[src/rtl/mem_lsu_pkg.sv]
`default_nettype none
// ============================================================================
// Module   : mem_lsu_pkg
// Brief    : Shared constants, size encodings and FSM states for the LSU.
// Revision : 1.0 - initial release
// ============================================================================
package mem_lsu_pkg;

  localparam int MemTypeBusBits = 3;
  localparam int DataBusBits    = 64;

  localparam logic [1:0] SIZE_B = 2'b00;
  localparam logic [1:0] SIZE_H = 2'b01;
  localparam logic [1:0] SIZE_W = 2'b10;
  localparam logic [1:0] SIZE_D = 2'b11;

  localparam int ZEXT_BIT = 2;

  typedef enum logic [1:0] {
    ST_IDLE = 2'd0,
    ST_REQ  = 2'd1,
    ST_WAIT = 2'd2,
    ST_DONE = 2'd3
  } lsu_state_e;

  function automatic logic is_aligned(input logic [1:0] size, input logic [2:0] lo);
    logic ok;
    case (size)
      SIZE_H:  ok = (lo[0] == 1'b0);
      SIZE_W:  ok = (lo[1:0] == 2'b00);
      SIZE_D:  ok = (lo == 3'b000);
      default: ok = 1'b1;
    endcase
    return ok;
  endfunction

endpackage
`default_nettype wire

[src/rtl/mem_lsu_if.sv]
`default_nettype none
// ============================================================================
// Module   : mem_lsu_if
// Brief    : Doubleword data-bus between the LSU (master) and memory (slave).
// Revision : 1.0 - initial release
// ============================================================================
interface mem_lsu_if import mem_lsu_pkg::*; ();

  logic                   dReq_out;
  logic                   dWe_out;
  logic [DataBusBits-1:0] dAddr_out;
  logic [DataBusBits-1:0] dWdata_out;
  logic [7:0]             dStrb_out;
  logic                   dReady_in;
  logic                   dRvalid_in;
  logic [DataBusBits-1:0] dRdata_in;

  modport master (
    output dReq_out, dWe_out, dAddr_out, dWdata_out, dStrb_out,
    input  dReady_in, dRvalid_in, dRdata_in
  );

  modport slave (
    input  dReq_out, dWe_out, dAddr_out, dWdata_out, dStrb_out,
    output dReady_in, dRvalid_in, dRdata_in
  );

endinterface
`default_nettype wire

[src/rtl/mem_lsu_align.sv]
`default_nettype none
// ============================================================================
// Module   : lsu_align
// Brief    : Store lane placement, alignment check and load extract/extend.
// Revision : 1.0 - initial release
// ============================================================================
module lsu_align import mem_lsu_pkg::*; (
  input  logic [MemTypeBusBits-1:0] i_req_type,
  input  logic [2:0]                i_req_lo,
  input  logic [DataBusBits-1:0]    i_wdata,
  output logic [7:0]                o_strb,
  output logic [DataBusBits-1:0]    o_wdata,
  output logic                      o_misalign,
  input  logic [MemTypeBusBits-1:0] i_ld_type,
  input  logic [2:0]                i_ld_lo,
  input  logic [DataBusBits-1:0]    i_rdata,
  output logic [DataBusBits-1:0]    o_ldata
);

  logic [7:0]             w_mask;
  logic [DataBusBits-1:0] w_shift;
  logic                   w_sext;

  always_comb begin
    case (i_req_type[1:0])
      SIZE_H:  w_mask = 8'h03;
      SIZE_W:  w_mask = 8'h0F;
      SIZE_D:  w_mask = 8'hFF;
      default: w_mask = 8'h01;
    endcase
    o_strb     = w_mask << i_req_lo;
    o_wdata    = i_wdata << {i_req_lo, 3'b000};
    o_misalign = !is_aligned(i_req_type[1:0], i_req_lo);
  end

  // The addressed bytes are brought to lane 0, then extended from the size's MSB.
  always_comb begin
    w_shift = i_rdata >> {i_ld_lo, 3'b000};
    w_sext  = !i_ld_type[ZEXT_BIT];
    case (i_ld_type[1:0])
      SIZE_B:  o_ldata = {{56{w_sext & w_shift[7]}},  w_shift[7:0]};
      SIZE_H:  o_ldata = {{48{w_sext & w_shift[15]}}, w_shift[15:0]};
      SIZE_W:  o_ldata = {{32{w_sext & w_shift[31]}}, w_shift[31:0]};
      default: o_ldata = w_shift;
    endcase
  end

endmodule
`default_nettype wire

[src/rtl/mem_lsu.sv]
`default_nettype none
// ============================================================================
// Module   : mem_lsu
// Brief    : Single-outstanding load/store unit with a four-state bus FSM.
// Revision : 1.0 - initial release
// ============================================================================
module mem_lsu import mem_lsu_pkg::*; (
  input  logic                      clk,
  input  logic                      reset,
  input  logic                      memRead_in,
  input  logic                      memWrite_in,
  input  logic [MemTypeBusBits-1:0] memType_in,
  input  logic [DataBusBits-1:0]    addr_in,
  input  logic [DataBusBits-1:0]    writeData_in,
  output logic                      stall_out,
  output logic [DataBusBits-1:0]    loadData_out,
  output logic                      loadValid_out,
  output logic                      misalign_out,
  mem_lsu_if.master                 dbus
);

  lsu_state_e r_state;
  lsu_state_e w_next;

  logic                      r_we;
  logic [DataBusBits-1:0]    r_addr;
  logic [DataBusBits-1:0]    r_wdata;
  logic [7:0]                r_strb;
  logic [MemTypeBusBits-1:0] r_ld_type;
  logic [2:0]                r_ld_lo;
  logic [DataBusBits-1:0]    r_ldata;
  logic                      r_lvalid;

  logic                      w_access;
  logic                      w_capture;
  logic                      w_misalign;
  logic [7:0]                w_st_strb;
  logic [DataBusBits-1:0]    w_st_wdata;
  logic [DataBusBits-1:0]    w_ld_data;

  lsu_align u_align (
    .i_req_type (memType_in),
    .i_req_lo   (addr_in[2:0]),
    .i_wdata    (writeData_in),
    .o_strb     (w_st_strb),
    .o_wdata    (w_st_wdata),
    .o_misalign (w_misalign),
    .i_ld_type  (r_ld_type),
    .i_ld_lo    (r_ld_lo),
    .i_rdata    (dbus.dRdata_in),
    .o_ldata    (w_ld_data)
  );

  assign w_access = memRead_in | memWrite_in;

  always_ff @(posedge clk) begin
    if (reset) r_state <= ST_IDLE;
    else       r_state <= w_next;
  end

  always_comb begin
    w_next       = r_state;
    stall_out    = 1'b0;
    misalign_out = 1'b0;
    w_capture    = 1'b0;
    case (r_state)
      ST_IDLE: begin
        if (w_access) begin
          if (w_misalign) begin
            misalign_out = 1'b1;
          end else begin
            stall_out = 1'b1;
            w_capture = 1'b1;
            w_next    = ST_REQ;
          end
        end
      end
      ST_REQ: begin
        stall_out = 1'b1;
        if (dbus.dReady_in) w_next = r_we ? ST_DONE : ST_WAIT;
      end
      ST_WAIT: begin
        stall_out = 1'b1;
        if (dbus.dRvalid_in) w_next = ST_DONE;
      end
      ST_DONE: w_next = ST_IDLE;
      default: w_next = ST_IDLE;
    endcase
  end

  // A simultaneous read+write request is captured as a store.
  always_ff @(posedge clk) begin
    if (reset) begin
      r_we      <= 1'b0;
      r_addr    <= '0;
      r_wdata   <= '0;
      r_strb    <= 8'h00;
      r_ld_type <= '0;
      r_ld_lo   <= 3'b000;
      r_ldata   <= '0;
      r_lvalid  <= 1'b0;
    end else begin
      r_lvalid <= 1'b0;
      if (w_capture) begin
        r_we      <= memWrite_in;
        r_addr    <= {addr_in[DataBusBits-1:3], 3'b000};
        r_ld_type <= memType_in;
        r_ld_lo   <= addr_in[2:0];
        r_strb    <= memWrite_in ? w_st_strb : 8'hFF;
        r_wdata   <= memWrite_in ? w_st_wdata : '0;
      end
      if (r_state == ST_WAIT && dbus.dRvalid_in) begin
        r_ldata  <= w_ld_data;
        r_lvalid <= 1'b1;
      end
    end
  end

  assign dbus.dReq_out   = (r_state == ST_REQ);
  assign dbus.dWe_out    = r_we;
  assign dbus.dAddr_out  = r_addr;
  assign dbus.dWdata_out = r_wdata;
  assign dbus.dStrb_out  = r_strb;
  assign loadData_out    = r_ldata;
  assign loadValid_out   = r_lvalid;

endmodule
`default_nettype wire

[src/flat_wrapper.sv]
// flat-port wrapper written by rule: the top's interface ports become plain ports
module mem_lsu_flat import mem_lsu_pkg::*;
  (clk, reset, memRead_in, memWrite_in, memType_in, addr_in, writeData_in, stall_out, loadData_out, loadValid_out, misalign_out, dbus_dReq_out, dbus_dWe_out, dbus_dAddr_out, dbus_dWdata_out, dbus_dStrb_out, dbus_dReady_in, dbus_dRvalid_in, dbus_dRdata_in);
  mem_lsu_if dbus_i ();
  input  logic clk;
  input  logic reset;
  input  logic memRead_in;
  input  logic memWrite_in;
  input  logic [MemTypeBusBits-1:0] memType_in;
  input  logic [DataBusBits-1:0] addr_in;
  input  logic [DataBusBits-1:0] writeData_in;
  output logic stall_out;
  output logic [DataBusBits-1:0] loadData_out;
  output logic loadValid_out;
  output logic misalign_out;
  output wire logic [$bits(dbus_i.dReq_out)-1:0] dbus_dReq_out;
  output wire logic [$bits(dbus_i.dWe_out)-1:0] dbus_dWe_out;
  output wire logic [$bits(dbus_i.dAddr_out)-1:0] dbus_dAddr_out;
  output wire logic [$bits(dbus_i.dWdata_out)-1:0] dbus_dWdata_out;
  output wire logic [$bits(dbus_i.dStrb_out)-1:0] dbus_dStrb_out;
  input wire logic [$bits(dbus_i.dReady_in)-1:0] dbus_dReady_in;
  input wire logic [$bits(dbus_i.dRvalid_in)-1:0] dbus_dRvalid_in;
  input wire logic [$bits(dbus_i.dRdata_in)-1:0] dbus_dRdata_in;
  assign dbus_dReq_out = dbus_i.dReq_out;
  assign dbus_dWe_out = dbus_i.dWe_out;
  assign dbus_dAddr_out = dbus_i.dAddr_out;
  assign dbus_dWdata_out = dbus_i.dWdata_out;
  assign dbus_dStrb_out = dbus_i.dStrb_out;
  assign dbus_i.dReady_in = dbus_dReady_in;
  assign dbus_i.dRvalid_in = dbus_dRvalid_in;
  assign dbus_i.dRdata_in = dbus_dRdata_in;
  mem_lsu u_core (.clk(clk), .reset(reset), .memRead_in(memRead_in), .memWrite_in(memWrite_in), .memType_in(memType_in), .addr_in(addr_in), .writeData_in(writeData_in), .stall_out(stall_out), .loadData_out(loadData_out), .loadValid_out(loadValid_out), .misalign_out(misalign_out), .dbus(dbus_i));
endmodule
[config.mk]
export PLATFORM = sky130hd
export DESIGN_NAME = mem_lsu_flat
export DESIGN_NICKNAME = d
export VERILOG_FILES = /design/src/rtl/mem_lsu_pkg.sv /design/src/rtl/mem_lsu_if.sv /design/src/rtl/mem_lsu_align.sv /design/src/rtl/mem_lsu.sv /design/src/flat_wrapper.sv
export SDC_FILE = /design/constraint.sdc
export NUM_CORES = 1
export LEC_CHECK = 0
export ABC_CLOCK_PERIOD_IN_PS = 6780
export CAP_MARGIN = 10
export CORE_AREA = 2 2 157 159
export CTS_CLUSTER_DIAMETER = 80
export DETAILED_ROUTE_END_ITERATION = 8
export DIE_AREA = 0 0 159 161
export MAX_ROUTING_LAYER = met4
export PLACE_DENSITY_LB_ADDON = 0.15
export SLEW_MARGIN = 25
export SYNTH_ARGS = -nofsm -noshare
export SYNTH_HDL_FRONTEND = slang
export SYNTH_SLANG_ARGS = --single-unit
[constraint.sdc]
create_clock -name clk -period 6.78 [get_ports clk]
set_clock_uncertainty 0.1 [all_clocks]
set_input_delay 1.356 -clock clk [delete_from_list [all_inputs] [get_ports clk]]
set_output_delay 1.356 -clock clk [all_outputs]
set_load 0.05 [all_outputs]
### Word level (Yosys, flattened, before mapping)

Index checks and enable logic that the tools add are counted.

* register bits: 207
* word-level logic and storage cells: 56

* reductions and logical operators: 8
* shift operators: 3
* multiplexer cells: 19
* eq/ne operators: 12
* bitwise gates (word level): 5

Operators with widths (count)
* $pmux W64 S3: 1
* $mux W64: 1
* $shl A64 B6 Y64: 1
* $shr A64 B6 Y64: 1
* $pmux W8 S3: 1
* $eq A2 B2 Y1 const B: 5
* $mux W1: 8
* $mux W2: 4
* $mux W8: 1
* $pmux W2 S4: 1
* $shl A8 B3 Y8: 1
* $eq A2 B1 Y1 const B: 3
* $logic_not A2 Y1: 3
* $ne A2 B1 Y1 const B: 2
* $ne A2 B2 Y1 const B: 2
* $reduce_and A4 Y1: 1
* $and A1 B1 Y1: 3
* $logic_not A3 Y1: 1
* $pmux W1 S3: 1
* $pmux W1 S2: 1
* $reduce_or A2 Y1: 1
* $logic_and A1 B1 Y1: 1
* $logic_not A1 Y1: 1
* $not A1 Y1: 1
* $or A1 B1 Y1: 1

### Longest topological paths before layout

* word-level depth: 5
* depth in mapped cells: 9

### Hierarchy

A second synthesis with hierarchy kept.

* cell total of the unflattened synthesis: 1474
* area, all modules: 11976.5 um^2

By module, submodules not included
* mem_lsu: cells each 958, area each 7827.5 um^2, instances 1
* lsu_align: cells each 516, area each 4149.0 um^2, instances 1

### Least setup slack after synthesis

Ideal clock, no wire load.

* path kind: input-to-output
* start: input addr_in[0]
* end: output stall_out
* arrival: 3193 ps
* setup slack: 2131 ps
* cell stages on the path: 8
* path through: buf_4 -> o21ai_1 -> o21a_1 -> and3_1 -> clkbuf_1 -> clkbuf_1 -> nor2_1 -> nor2_1

* word-level cells in the longest chain between the ends: 5
* elaborated cells on any way between the ends: 7

Ends and longest elaborated chain
* start: declaration: line flat_wrapper.sv:10 `input logic [DataBusBits-1:0] addr_in;`
* $logic_not A3 Y1, or another cell as far along: line mem_lsu_pkg.sv:31 `SIZE_D: ok = (lo == 3'b000);`
* $pmux W1 S3 (*): line mem_lsu_pkg.sv:28 `case (size)`
* $mux W1 (*): line mem_lsu.sv:69 `if (w_misalign) begin`
* $mux W1 (*): line mem_lsu.sv:68 `if (w_access) begin`
* $pmux W1 S2 (*): line mem_lsu.sv:66 `case (r_state)`
* end: declaration: line flat_wrapper.sv:12 `output logic stall_out;`

Mark *: on every way between the ends. The rest lies on a longest branch, timed or not.

### Worst setup path in the final report

* start: input memType_in[1]
* end: output stall_out

* word-level cells in the longest chain between the ends: 5
* elaborated cells on any way between the ends: 7

Ends and longest elaborated chain
* start: declaration: line flat_wrapper.sv:9 `input logic [MemTypeBusBits-1:0] memType_in;`
* $eq A2 B2 Y1 or $eq A2 B1 Y1 (tied branches): line mem_lsu_pkg.sv:28
* $pmux W1 S3 (*): line mem_lsu_pkg.sv:28
* $mux W1 (*): line mem_lsu.sv:69
* $mux W1 (*): line mem_lsu.sv:68
* $pmux W1 S2 (*): line mem_lsu.sv:66

Marked as above.

==> metrics.txt <==
status=completed; Pwr Total=4.89 mW; Peak supply drop=between 0.0002 and 0.00025 V; Die Wd=159 µm; Initial DRC Count=826; Die ar.=25600 µm²; drt drc=0; combinational power share=~40%; Die Ht=161 µm; Final ANT Viol Nets=0; power density cells=310 nW/µm²; CTS tree=done; Avg WL per Cell=20.2 µm; global placement routability congestion=0.922; Total Neg Setup Slack=0 ps; Post-synth EDFFs=0; Yosys cell types=52; synthesis warning total=0; prevailing post-synth register cell=dfxtp_1; final net count=approximately 1800; Vias per Instance=5.64; worst slack, placed=1620 ps; Mapped Area=10900 µm²; top cell type's share of synthesized area=a little under two fifths; Setup Fix Bufs, Post-CTS=0; Syn Area/Cell=about 8.4 µm²; Yosys reg bits=207; initial core utilization=45.7%; initial antenna violation count=1; post-synth top area cell=dfxtp_1; Via Count=11100; worst-margin pin slew=1000 ps; number of H-tree levels=1; sequential element share of the synthesized area=37.9%; largest cells by area after synthesis=dfxtp_1, mux4_2, nand2_1, mux2i_1, a21oi_1; number of global-route vias before repair=11000; setup violators final=0; Register-to-Register Setup Slack=3460 ps; most frequent cell after synthesis=nand2_1; worst hold slack=~350 ps; type of origin of the critical path=input pin; row count=57; Port Buffers=402; WL final=39800 µm; hold_buf cts=0; Post-Layout Cell Count=1976; Syn Inst Count=1308; CTS Sinks=approximately 210; Post-synth ARST share=0%; grt ovf=0; fmax=0.194 GHz; most frequent cells after synthesis=nand2_1, dfxtp_1, a21oi_1; Int Pwr=2.90 mW; boundary pin count=406; Hold Path Class=reg2reg; core area=24000 µm²; WP data arrival=about 3700 ps; drt first pass iters=5; Num CTS Buffers=25; fin crit share=76.2%; max-cap violations=0; final critical-path required period=around 5200 ps; Seq pwr share=31.9%; number of fill cells=2054; post_cts resized=0; Fin. Hold Viols=0; switch share=around two fifths; root cell of the clock tree=clkbuf_16; WP data required=roughly 5300 ps; fin. max-slew vios=0; pin count of the biggest net entering global routing=82; first-pass GRT wire length=slightly above 60000 µm; GRT Overall Usage=30.7%; placed insts=1929; Clock Latency Late Sink=530 ps; CP Capture Type=primary output; clock power share=27.2%; Psw=1.99 mW; unrepaired setup endpoints after global routing=no; CTS max path bufs=3; HPWL after DPL=28300 µm; share of cells above drive strength 1=8.72%; slew margin rel.=roughly 33%; Area Overhead vs Synth=44.1%; CP Max Fanout=10; Crit Path Class=in2out; final worst slack=~1600 ps; Leakage Power=5.68 nW; Clock Pin Slew Worst Setup and Hold Paths=50 ps
==> cells by family after synthesis <==
logic type      synth area share [%]
simple gates                    17.2
compound gates                  19.9
flops                           37.9
mux                             18.8
buf+inv                         5.65
fa+ha+maj                      0.572
other cells                   0.0343
==> worst max-delay path, stage by stage <==
cell and delay (ps):
clkdlybuf4s50_1 580, a21oi_1 370, o21a_1 250, and3_2 210, nor2_1 40, nor2_1 80, clkdlybuf4s50_1 810
==> power by group through the flow <==
stage	Sequential (mW)	Clock (mW)	Combinational [mW]
5_1_grt	1.58	1.40	2.12
2_1_floorplan	2.09	0	0.781
4_1_cts	1.56	1.35	2.00
3_3_place_gp	1.58	0	1.97
3_5_place_dp	1.58	0	1.99
6_report	1.56	1.33	2.00
==> layout make-up <==
class                           instances  area (µm²)  area share [%]
Antenna cell                            1        2.50          0.0159
Clock inverter                         14         141           0.897
Inverter                               19        71.3           0.452
Multi-Input combinational cell        965        6210            39.4
Timing Repair Buffer                  414        4110            26.1
Tap cell                              324         405            2.57
Clock buffer                           32         672            4.26
Sequential cell                       207        4150            26.3
==> cell usage in the layout, fill, tap and decap left out, types with 14 or more instances in the layout <==
master           instances
dfxtp_1                205
o21ai_0                 86
mux2i_1                 88
nor2_1                 120
nand2b_1                29
mux4_2                  46
clkbuf_16               25
clkdlybuf4s50_1        398
a21oi_1                163
nor2b_1                 15
nand3_1                 14
inv_1                   17
a22oi_1                 24
nand2_1                248
==> layer usage <==
layer	GRT usage, %	routed length (µm)	vias up
met5	-	0	-
met4	13.3	1870	0
met3	7.24	3570	103
met2	50.9	19400	511
met1	35.7	15000	5269
li1	-	-	5263
==> registers in the layout, indices dropped and copies added (netlist names), 2 cells and up <==
signal / count
u_core.loadData_out: 64
u_core.dbus.dStrb_out: 8
u_core.dbus.dAddr_out: 61
u_core.r_ld_type: 3
u_core.r_state: 2
u_core.dbus.dWdata_out: 64
u_core.r_ld_lo: 3
==> metrics by stage <==
stage,util (%),area (µm²)
CTS,65.8,15800
global route,65.8,15800
finish,65.8,15800
floorplan,-,10900
detailed placement,62.4,14900
global placement,62.3,14900
==> path summary, 6_finish.rpt <==
path / depth (start not counted) / endpoint / from
worst max-delay path: 7 / stall_out / memType_in[1]
worst min-delay path: 2 / u_core.dbus.dAddr_out[26] / u_core.dbus.dAddr_out[26]
worst max register to register: 5 / u_core.loadData_out[51] / u_core.r_ld_lo[2]
worst min register to register: 2 / u_core.dbus.dAddr_out[26] / u_core.dbus.dAddr_out[26]
Note: power is estimated with default switching activity, not from simulation.
